`config.mk`:
```
export PLATFORM = sky130hd
export DESIGN_NAME = mmu_tu
export DESIGN_NICKNAME = d
export VERILOG_FILES = /design/src/rtl/mmu_tu.sv
export SDC_FILE = /design/constraint.sdc
export NUM_CORES = 2
export LEC_CHECK = 0
export CAP_MARGIN = 10
export CORE_UTILIZATION = 55
export DETAILED_ROUTE_END_ITERATION = 8
export PLACE_DENSITY = 0.73
export RECOVER_POWER = 25
export SLEW_MARGIN = 20
export SYNTH_ARGS = -nofsm -noshare
export SYNTH_HDL_FRONTEND = slang
export SYNTH_SLANG_ARGS = --single-unit
```
`constraint.sdc`:
```
create_clock -name clk -period 4.8 [get_ports clk]
set_clock_uncertainty 0.1 [all_clocks]
set_input_delay 0.96 -clock clk [delete_from_list [all_inputs] [get_ports clk]]
set_output_delay 0.96 -clock clk [all_outputs]
set_load 0.01 [all_outputs]
```
`src/rtl/mmu_tu.sv`:
```
// MIPS32 address-translation unit: fully associative joint TLB, NUM_PORTS registered lookup
// ports, CP0 TLBP/TLBR/TLBWI/TLBWR sequencer and the Random register.
module mmu_tu #(
  parameter int unsigned TLB_ENTRIES = 16,
  parameter int unsigned NUM_PORTS   = 2,
  parameter int unsigned ASID_WIDTH  = 8,
  localparam int unsigned IW         = $clog2(TLB_ENTRIES)
) (
  input  logic                      clk,
  input  logic                      resetn,
  input  logic                      k0_uncached,
  input  logic [ASID_WIDTH-1:0]     asid,
  input  logic [NUM_PORTS-1:0]      req_valid,
  input  logic [32*NUM_PORTS-1:0]   req_vaddr,
  input  logic [NUM_PORTS-1:0]      req_store,
  output logic [NUM_PORTS-1:0]      resp_valid,
  output logic [32*NUM_PORTS-1:0]   resp_paddr,
  output logic [NUM_PORTS-1:0]      resp_uncached,
  output logic [2*NUM_PORTS-1:0]    resp_exc,
  input  logic                      op_valid,
  input  logic [1:0]                op_code,
  output logic                      op_ready,
  input  logic [IW-1:0]             op_index,
  input  logic [31:0]               op_entryhi,
  input  logic [31:0]               op_entrylo0,
  input  logic [31:0]               op_entrylo1,
  input  logic [IW-1:0]             wired,
  input  logic                      wired_we,
  output logic                      op_done,
  output logic                      op_probe_fail,
  output logic [IW-1:0]             op_index_out,
  output logic [31:0]               op_entryhi_out,
  output logic [31:0]               op_entrylo0_out,
  output logic [31:0]               op_entrylo1_out,
  output logic [IW-1:0]             random
);

  localparam logic StIdle = 1'b0;
  localparam logic StBusy = 1'b1;

  localparam logic [1:0] OpTlbp  = 2'd0;
  localparam logic [1:0] OpTlbr  = 2'd1;

  localparam logic [IW-1:0] RandMax = IW'(TLB_ENTRIES - 1);

  // Entry storage; lo halves hold {PFN[24:5], C[4:2], D[1], V[0]}.
  logic [TLB_ENTRIES-1:0] present_q;
  logic [TLB_ENTRIES-1:0] g_q;
  logic [18:0]            vpn2_q [TLB_ENTRIES];
  logic [ASID_WIDTH-1:0]  asid_q [TLB_ENTRIES];
  logic [24:0]            lo0_q  [TLB_ENTRIES];
  logic [24:0]            lo1_q  [TLB_ENTRIES];

  logic                   state_q;
  logic [1:0]             code_q;
  logic [IW-1:0]          idx_q;
  logic [IW-1:0]          rnd_q;
  logic [31:0]            hi_q;
  logic [31:0]            elo0_q;
  logic [31:0]            elo1_q;
  logic [IW-1:0]          random_q;

  logic                   done_q;
  logic                   probe_fail_q;
  logic [IW-1:0]          index_out_q;
  logic [31:0]            hi_out_q;
  logic [31:0]            lo0_out_q;
  logic [31:0]            lo1_out_q;

  logic [NUM_PORTS-1:0]    valid_q;
  logic [32*NUM_PORTS-1:0] paddr_q;
  logic [NUM_PORTS-1:0]    unc_q;
  logic [2*NUM_PORTS-1:0]  exc_q;

  logic [32*NUM_PORTS-1:0] paddr_d;
  logic [NUM_PORTS-1:0]    unc_d;
  logic [2*NUM_PORTS-1:0]  exc_d;
  logic [31:0]             va     [NUM_PORTS];
  logic [24:0]             sel_lo [NUM_PORTS];
  logic [NUM_PORTS-1:0]    hit;

  logic                    accept;
  logic                    exec;
  logic                    wr_en;
  logic [IW-1:0]           wr_idx;
  logic                    probe_hit;
  logic [IW-1:0]           probe_idx;
  logic [31:0]             rd_hi;
  logic [31:0]             rd_lo0;
  logic [31:0]             rd_lo1;

  assign accept = (state_q == StIdle) && op_valid;
  assign exec   = (state_q == StBusy);
  assign wr_en  = exec && code_q[1];
  assign wr_idx = code_q[0] ? rnd_q : idx_q;

  // Lookup; iterating downward lets the lowest matching index win.
  always_comb begin
    paddr_d = '0;
    unc_d   = '0;
    exc_d   = '0;
    hit     = '0;
    for (int p = 0; p < NUM_PORTS; p++) begin
      va[p]     = req_vaddr[32*p +: 32];
      sel_lo[p] = '0;
      for (int i = TLB_ENTRIES - 1; i >= 0; i--) begin
        if (present_q[i] && vpn2_q[i] == va[p][31:13] && (g_q[i] || asid_q[i] == asid)) begin
          hit[p]    = 1'b1;
          sel_lo[p] = va[p][12] ? lo1_q[i] : lo0_q[i];
        end
      end
      if (va[p][31:30] == 2'b10) begin
        paddr_d[32*p +: 32] = {3'b000, va[p][28:0]};
        unc_d[p]            = va[p][29] | k0_uncached;
      end else if (!hit[p]) begin
        exc_d[2*p +: 2] = 2'd1;
      end else if (!sel_lo[p][0]) begin
        exc_d[2*p +: 2] = 2'd2;
      end else if (req_store[p] && !sel_lo[p][1]) begin
        exc_d[2*p +: 2] = 2'd3;
      end else begin
        paddr_d[32*p +: 32] = {sel_lo[p][24:5], va[p][11:0]};
        unc_d[p]            = (sel_lo[p][4:2] != 3'd3);
      end
    end
  end

  always_comb begin
    probe_hit = 1'b0;
    probe_idx = '0;
    for (int i = TLB_ENTRIES - 1; i >= 0; i--) begin
      if (present_q[i] && vpn2_q[i] == hi_q[31:13] &&
          (g_q[i] || asid_q[i] == hi_q[ASID_WIDTH-1:0])) begin
        probe_hit = 1'b1;
        probe_idx = i[IW-1:0];
      end
    end
  end

  always_comb begin
    rd_hi  = '0;
    rd_lo0 = '0;
    rd_lo1 = '0;
    if (present_q[idx_q]) begin
      rd_hi[31:13]           = vpn2_q[idx_q];
      rd_hi[ASID_WIDTH-1:0]  = asid_q[idx_q];
      rd_lo0                 = {6'b0, lo0_q[idx_q], g_q[idx_q]};
      rd_lo1                 = {6'b0, lo1_q[idx_q], g_q[idx_q]};
    end
  end

  always_ff @(posedge clk or negedge resetn) begin
    if (!resetn) begin
      valid_q <= '0;
      paddr_q <= '0;
      unc_q   <= '0;
      exc_q   <= '0;
    end else begin
      valid_q <= req_valid;
      paddr_q <= paddr_d;
      unc_q   <= unc_d;
      exc_q   <= exc_d;
    end
  end

  always_ff @(posedge clk or negedge resetn) begin
    if (!resetn) begin
      present_q <= '0;
      g_q       <= '0;
      for (int i = 0; i < TLB_ENTRIES; i++) begin
        vpn2_q[i] <= '0;
        asid_q[i] <= '0;
        lo0_q[i]  <= '0;
        lo1_q[i]  <= '0;
      end
    end else if (wr_en) begin
      present_q[wr_idx] <= 1'b1;
      g_q[wr_idx]       <= elo0_q[0] & elo1_q[0];
      vpn2_q[wr_idx]    <= hi_q[31:13];
      asid_q[wr_idx]    <= hi_q[ASID_WIDTH-1:0];
      lo0_q[wr_idx]     <= elo0_q[25:1];
      lo1_q[wr_idx]     <= elo1_q[25:1];
    end
  end

  always_ff @(posedge clk or negedge resetn) begin
    if (!resetn) begin
      state_q      <= StIdle;
      code_q       <= '0;
      idx_q        <= '0;
      rnd_q        <= '0;
      hi_q         <= '0;
      elo0_q       <= '0;
      elo1_q       <= '0;
      done_q       <= 1'b0;
      probe_fail_q <= 1'b0;
      index_out_q  <= '0;
      hi_out_q     <= '0;
      lo0_out_q    <= '0;
      lo1_out_q    <= '0;
    end else begin
      done_q <= 1'b0;
      if (accept) begin
        state_q <= StBusy;
        code_q  <= op_code;
        idx_q   <= op_index;
        rnd_q   <= random_q;
        hi_q    <= op_entryhi;
        elo0_q  <= op_entrylo0;
        elo1_q  <= op_entrylo1;
      end else if (exec) begin
        state_q <= StIdle;
        done_q  <= 1'b1;
        if (code_q == OpTlbp) begin
          probe_fail_q <= !probe_hit;
          index_out_q  <= probe_idx;
        end else if (code_q == OpTlbr) begin
          hi_out_q  <= rd_hi;
          lo0_out_q <= rd_lo0;
          lo1_out_q <= rd_lo1;
        end
      end
    end
  end

  // An IW-bit Wired can never exceed TLB_ENTRIES-1, so only the wrap compare is needed.
  always_ff @(posedge clk or negedge resetn) begin
    if (!resetn) begin
      random_q <= RandMax;
    end else if (wired_we || random_q == wired) begin
      random_q <= RandMax;
    end else begin
      random_q <= random_q - 1'b1;
    end
  end

  assign op_ready        = (state_q == StIdle);
  assign op_done         = done_q;
  assign op_probe_fail   = probe_fail_q;
  assign op_index_out    = index_out_q;
  assign op_entryhi_out  = hi_out_q;
  assign op_entrylo0_out = lo0_out_q;
  assign op_entrylo1_out = lo1_out_q;
  assign random          = random_q;
  assign resp_valid      = valid_q;
  assign resp_paddr      = paddr_q;
  assign resp_uncached   = unc_q;
  assign resp_exc        = exc_q;

endmodule

```
Yosys cells after proc, flatten, opt, wreduce, memory -nomap -nowiden

Index checks and enable logic that the tools add are counted.
Widths: inputs -> output; s select.

Memory bits (read-only): 0
Bits in latches: 0
Output and inout port bits: 179
Bits in registers: 1532
Memories kept: 0
RAM bits: 0
Input port bits: 187
Word-level logic and storage cells: 517

Shift-type cells: 0
Div/mod/pow operators: 0
$mul: 0
Multiplexer cells: 190
Equality and inequality tests: 86
Order comparisons: 6
Reductions and logical operators: 141
Bitwise gates (word level): 9
Add/subtract/negate cells: 1

Operators by type and width:

| cell               | count |
|---|---|
| $mux 25            | 69 |
| $eq 19x19->1       | 48 |
| $bwmux 400         | 2 |
| $bwmux 304         | 1 |
| $eq 8x8->1         | 32 |
| $mux 32            | 8 |
| $bmux 25 s4        | 2 |
| $bwmux 128         | 1 |
| $logic_and 1x1->1  | 102 |
| $demux 25 s4       | 1 |
| $bmux 19 s4        | 1 |
| $demux 19 s4       | 1 |
| $mux 19            | 4 |
| $mux 4             | 18 |
| $mux 1             | 62 |
| $mux 26            | 2 |
| $logic_or 1x1->1   | 33 |
| $bmux 8 s4         | 1 |
| $demux 8 s4        | 1 |
| $mux 8             | 4 |
| $bwmux 16          | 1 |
| $mux 2             | 8 |
| $or 16x16->16      | 1 |
| $ge 5x5->1 const B | 2 |
| 18 further kinds   | 28 |

Depth between registers and ports, before layout

Depth after elaboration: 25
Depth in mapped cells: 15
Mapped depth without buffers: 10

Worst setup path before layout

No wires, ideal clock.

Path type: input port to flip-flop
From: in req_vaddr[23]
To: reg paddr_q[29] (netlist: resp_paddr[29])
Data required time: 4.613 ns
Path buffers: 3
Library setup time: 0.087 ns
Stages on the path: 13
Path slack: 0.797 ns
Arrival: 3.816 ns
Cells stage by stage: buf_2 -> buf_2 -> xnor2_1 -> nand4_1 -> nor4_1 -> nand4_1 -> nand2b_1 -> o2111a_1 -> a2111oi_2 -> nor2_1 -> or4_1 -> buf_2 -> a211oi_2

Cells in the longest elaborated chain, start to end: 25
Elaborated cells between the ends (all ways): 86
Those cells by class: eq/ne: 16; mux: 36; reduce/logical: 34

Ends and longest elaborated chain:

| what                           | RTL line | text |
|---|---|---|
| from (decl)                    | 14       | `input logic [32*NUM_PORTS-1:0] req_vaddr,` |
| $eq 19x19->1                   | 107      | `if (present_q[i] && vpn2_q[i] == va[p][31:13] && (g_q[i] \|\| asid_q[i] == asid)) begin` |
| $logic_and 1x1->1 (2 in a row) | 107      |  |
| $mux 25 (16 in a row)          | 107      |  |
| $logic_not 1->1                | 119      | `end else if (req_store[p] && !sel_lo[p][1]) begin` |
| $logic_and 1x1->1              | 119      |  |
| $mux 32                        | 119      |  |
| $mux 32                        | 117      | `end else if (!sel_lo[p][0]) begin` |
| $mux 32 *                      | 115      | `end else if (!hit[p]) begin` |
| $mux 32 *                      | 112      | `if (va[p][31:30] == 2'b10) begin` |
| net paddr_d[29]                | 75       | `logic [32*NUM_PORTS-1:0] paddr_d;` |
| to (signal assigned)           | 160      | `paddr_q <= paddr_d;` |
| to (decl)                      | 71       | `logic [32*NUM_PORTS-1:0] paddr_q;` |

Mark *: on every way through the listed nets, which the timed path passes. The rest lies on a longest branch.
A chain may end at the register's enable or synchronous reset.

Worst setup path in the final report

From: in asid[6]
To: reg paddr_q[48] (netlist: resp_paddr[48])

Cells in the longest elaborated chain, start to end: 25
Elaborated cells between the ends (all ways): 86
Those cells by class: eq/ne: 16; mux: 36; reduce/logical: 34

Ends and longest elaborated chain:

| what                  | RTL line | text |
|---|---|---|
| from (decl)           | 12       | `input logic [ASID_WIDTH-1:0] asid,` |
| $eq 8x8->1            | 107      |  |
| $logic_or 1x1->1      | 107      |  |
| $logic_and 1x1->1     | 107      |  |
| $mux 25 (16 in a row) | 107      |  |
| $logic_not 1->1       | 119      |  |
| $logic_and 1x1->1     | 119      |  |
| $mux 32               | 119      |  |
| $mux 32               | 117      |  |
| $mux 32 *             | 115      |  |
| $mux 32 *             | 112      |  |
| net paddr_d[48]       | 75       |  |

Marks and branches as above.

==> flow_summary.toml <==
[detailed_routing]
route.vias.total = 77700
ant_nets = 0
detailedRoute.firstIterationViolations = 10500
drt_pass1_iterations = 6
routed_wirelength_um = 425000
routedWlPerCell_um = 38.7
post_route_drc_violation_count = 0
post_drt_via_cell_ratio = 7.07

[worst_setup_path]
r2r_setup_slack_ns = 0.38
path_common_cell = "sky130_fd_sc_hd__buf_4"
worst_r2r_endpoint = "resp_paddr[48]$_DFF_PN0_"
crit_path_top_delay_cell = "sky130_fd_sc_hd__clkdlybuf4s50_1"
timing.critical_path.slowest_cell_delay_ns = 0.64
path_depth = 16
timing.critical_path.to = "resp_paddr[48]$_DFF_PN0_"
critical_path_arrival_ns = 5.56
timing.critical_path.fanout_max = 6
regToRegStartpoint = "asid_q[30]$_DFFE_PN0P_"
crit_path_cell_trace = "clkdlybuf4s50_1 > buf_4 > xor2_1 > nor4_1 > a21oi_1 > buf_4 > buf_4 > or4b_1 > nor2_4 > buf_4 > a221oi_1 > a21oi_1 > o21ai_0 > a221oi_4 > buf_4 > a22o_1"
cpLargestDelayFamily = "buffers and inverters"
timing.critical_path.buf_inv = 6
worstSetupEndpointType = "flop"
worst-r2r-cell-count = 14
crit_required_ns = 5.47
timing.critical_path.from = "asid[6]"
worstSetupStartpointType = "input port"
critPathKind = "in -> reg"

[clock_network]
clock_latency_ns = 0.85
tritoncts_buffer_count = 168
postCtsSetupBuffers = 0
cts_htree_levels = 4
post_cts_hold_buffer_count = 0
clk_root_buf = "sky130_fd_sc_hd__clkbuf_16"
cts.sinks = 1514
clk_pin_slew_worst_paths_ns = 0.06
cts_tree = "done"
clk_path_buf_depth = 3

[cells_and_area]
fillers = 13300
regArea_um2 = 37900
drive_above_1_share = 0.347
final_core_utilization = 0.653
net_count_reported_at_finish = 8727
multi_input_comb_area_um2 = 54300
design_area_um2 = 112000
area_overhead_vs_synth_pct = 17.7

[synthesis]
post_synth.cell_area_avg_um2 = 11.9
synth.distinct_cells = 85
fraction_of_the_mapped_netlist_area_in_simple_logic_gates = 0.0757
combined_area_of_all_synthesized_cells_um2 = 95300
synth_adder_area_share = 0.000131
synthXorXnorAreaFrac = 0.108
synth_seq_cells = 1514
post-synth-top-count-cell = "sky130_fd_sc_hd__dfrtp_1"
post_synth_inst_count = 8010
synthTopCellsByCount = "sky130_fd_sc_hd__dfrtp_1, sky130_fd_sc_hd__mux2_2, sky130_fd_sc_hd__xor2_1"
postSynth.asyncResetShare = 1.00
synth_compound_gate_area_share = 0.0567
netlist.top_cell.by_area = "sky130_fd_sc_hd__dfrtp_1"
synth-seq-area-share = 0.398
netlist_top_cells_area = "sky130_fd_sc_hd__dfrtp_1, sky130_fd_sc_hd__mux2_2, sky130_fd_sc_hd__mux4_2"
postSynth.topFlopCell = "sky130_fd_sc_hd__dfrtp_1"
synth.area.mux_share = 0.326
number_of_enable_flip_flop_cells_after_synthesis = 0
ys_warn_count = 0
dominant_combinational_cell_family_by_area_after_synthesis = "multiplexers"
synth_top_area_share = 0.397

[timing]
timing.final.crit_share = 1.02
worst-slew-pin-transition_ns = 4.38
setup_viol = 2
finalWorstSetupSlack_ns = -0.0923
grt_setup_unrepaired = "true"
min_period_ns = 4.89
slew_viol_final = 124
finalHoldViolations = 0
timing.max_slew.rel_slack = -1.92
fin_tns_setup_ns = -0.106
hold_ws_ns = 0.382
maxClockFrequency_ghz = 0.204

[floorplanning]
die_footprint_um2 = 175000
floorplan.initialDensity = 0.555
die_width_um = 418
fp.coreArea_um2 = 172000
top_level_ports = 366
die_ht_um = 418
row_count = 152

[placement]
detailed_place.area_um2 = 107000
port_buffers = 331
finalWeightedCongestion = 1.06
hpwlAfterDp_um = 300000

[global_routing]
grt_pass1_vias = 76900
grtUsageTotal = 0.485
pin_count_of_the_biggest_net_entering_global_routing = 132
grt-ovfl-total = 0
antenna_violations_before_repair = 41
wire_length_of_the_first_global_routing_pass_um = 598000

[run]
max_cap_viol_count = 2

[power]
design_power_total_mw = 57.1
ir_worst_vdd_mv = 0.412
power_leakage_nw = 49.0
power_density_nw_per_um2 = 509

[worst_hold_path]
holdCritPathClass = "reg -> reg"

[run_status]
violated_checks = "max-capacitance violations, max-slew violations, negative setup slack"
outcome = "complete, but fails checks"
==> how the worst min path moves through the flow <==
stage                                                from                               to  slack, ns  cells after the start
after global placement     op_entryhi_out[21]$_DFFE_PN0P_   op_entryhi_out[21]$_DFFE_PN0P_       0.36                      2
after global routing       op_entryhi_out[27]$_DFFE_PN0P_   op_entryhi_out[27]$_DFFE_PN0P_       0.40                      2
final                     op_entrylo0_out[11]$_DFFE_PN0P_  op_entrylo0_out[11]$_DFFE_PN0P_       0.38                      2
after floorplan                       random[0]$_DFF_PN1_              random[0]$_DFF_PN1_       0.37                      1
after detailed placement   op_entryhi_out[26]$_DFFE_PN0P_   op_entryhi_out[26]$_DFFE_PN0P_       0.37                      2
after CTS                                          resetn          vpn2_q[247]$_DFFE_PN0P_       0.05                      1
==> state kept, by name, summed over array words and instances (netlist names), 2 cells and up <==
register,cells
lo0_q,400
lo1_q,400
vpn2_q,304
asid_q,128
resp_paddr,64
hi_q,27
op_entryhi_out,27
elo0_q,26
elo1_q,26
op_entrylo1_out,26
op_entrylo0_out,25
g_q,16
present_q,16
idx_q,4
op_index_out,4
random,4
resp_exc,4
rnd_q,4
code_q,2
resp_uncached,2
resp_valid,2
==> logic make-up (layout without fill, tap and decap cells) <==
group                    Yosys count  after routing
AO/OA/AOI/OAI                    772            772
XOR/XNOR                        1174           1174
adder cells (fa/ha/maj)            1              1
buffers and inverters            790           1442
flip-flops                      1514           1514
multiplexers                    2429           2429
other                              1             28
AND/OR/NAND/NOR                 1329           1329
==> worst min-delay path: stages (launching register included) <==
cell and delay [ns]:
sky130_fd_sc_hd__dfrtp_1 0.34, sky130_fd_sc_hd__nand2_1 0.05, sky130_fd_sc_hd__o21ai_0 0.06
==> stage by stage <==
step / instances / worst slack (ns)
floorplan: 8026 / 0.797
global placement: 10700 / -1.17
detailed placement: 10700 / -1.10
CTS: 11000 / 0.0277
global route: 11000 / -0.105
finish: 11000 / -0.0923
==> metal layers <==
metal / share of wire / wire (um) / global-route usage / vias up
li1: - / - / - / 30600
met2: 0.42 / 180000 / 0.699 / 5465
met4: 0.089 / 38000 / 0.349 / 48
met3: 0.12 / 49200 / 0.143 / 1715
met1: 0.37 / 158000 / 0.622 / 39900
met5: 0.00077 / 326 / 0.00139 / -
==> power breakdown <==
group | leakage (nW) | internal [mW] | switching (mW)
logic | 26.2 | 10.5 | 8.78
clock network | 2.79 | 7.79 | 5.80
registers | 19.9 | 17.1 | 7.12
==> cells in the final DEF (no fill, tap or decap), types with 170 or more instances in the layout <==
cell                              netlist  routed
sky130_fd_sc_hd__nand2_1              308     308
sky130_fd_sc_hd__mux2i_1              563     563
sky130_fd_sc_hd__o21ai_0              183     181
sky130_fd_sc_hd__dfrtp_1             1510    1505
sky130_fd_sc_hd__clkbuf_16              0     170
sky130_fd_sc_hd__xnor2_1              512     512
sky130_fd_sc_hd__buf_4                 40     578
sky130_fd_sc_hd__mux2_2              1472    1472
sky130_fd_sc_hd__clkdlybuf4s50_1        0     323
sky130_fd_sc_hd__mux4_2               394     394
sky130_fd_sc_hd__buf_12                 0     170
sky130_fd_sc_hd__xor2_1               662     662
sky130_fd_sc_hd__nor4_1               179     179
==> final cells by class <==
| class | count | area share |
|---|---|---|
| sequential | 1514 | 0.338 |
| clock inverter | 75 | 0.00801 |
| inverter | 29 | 0.00102 |
| antenna | 11 | 0.000245 |
| tap | 2310 | 0.0258 |
| multi-input combinational | 5722 | 0.485 |
| clock buffer | 234 | 0.0428 |
| timing repair buffer | 1104 | 0.0996 |
==> timing repair <==
| item | CTS | global route |
|---|---|---|
| endpoints found under the setup margin | 2 | 23 |
| pin swaps | 0 | 0 |
| resized for setup | 2 | 5 |
Power figures use the tool's default switching activity.
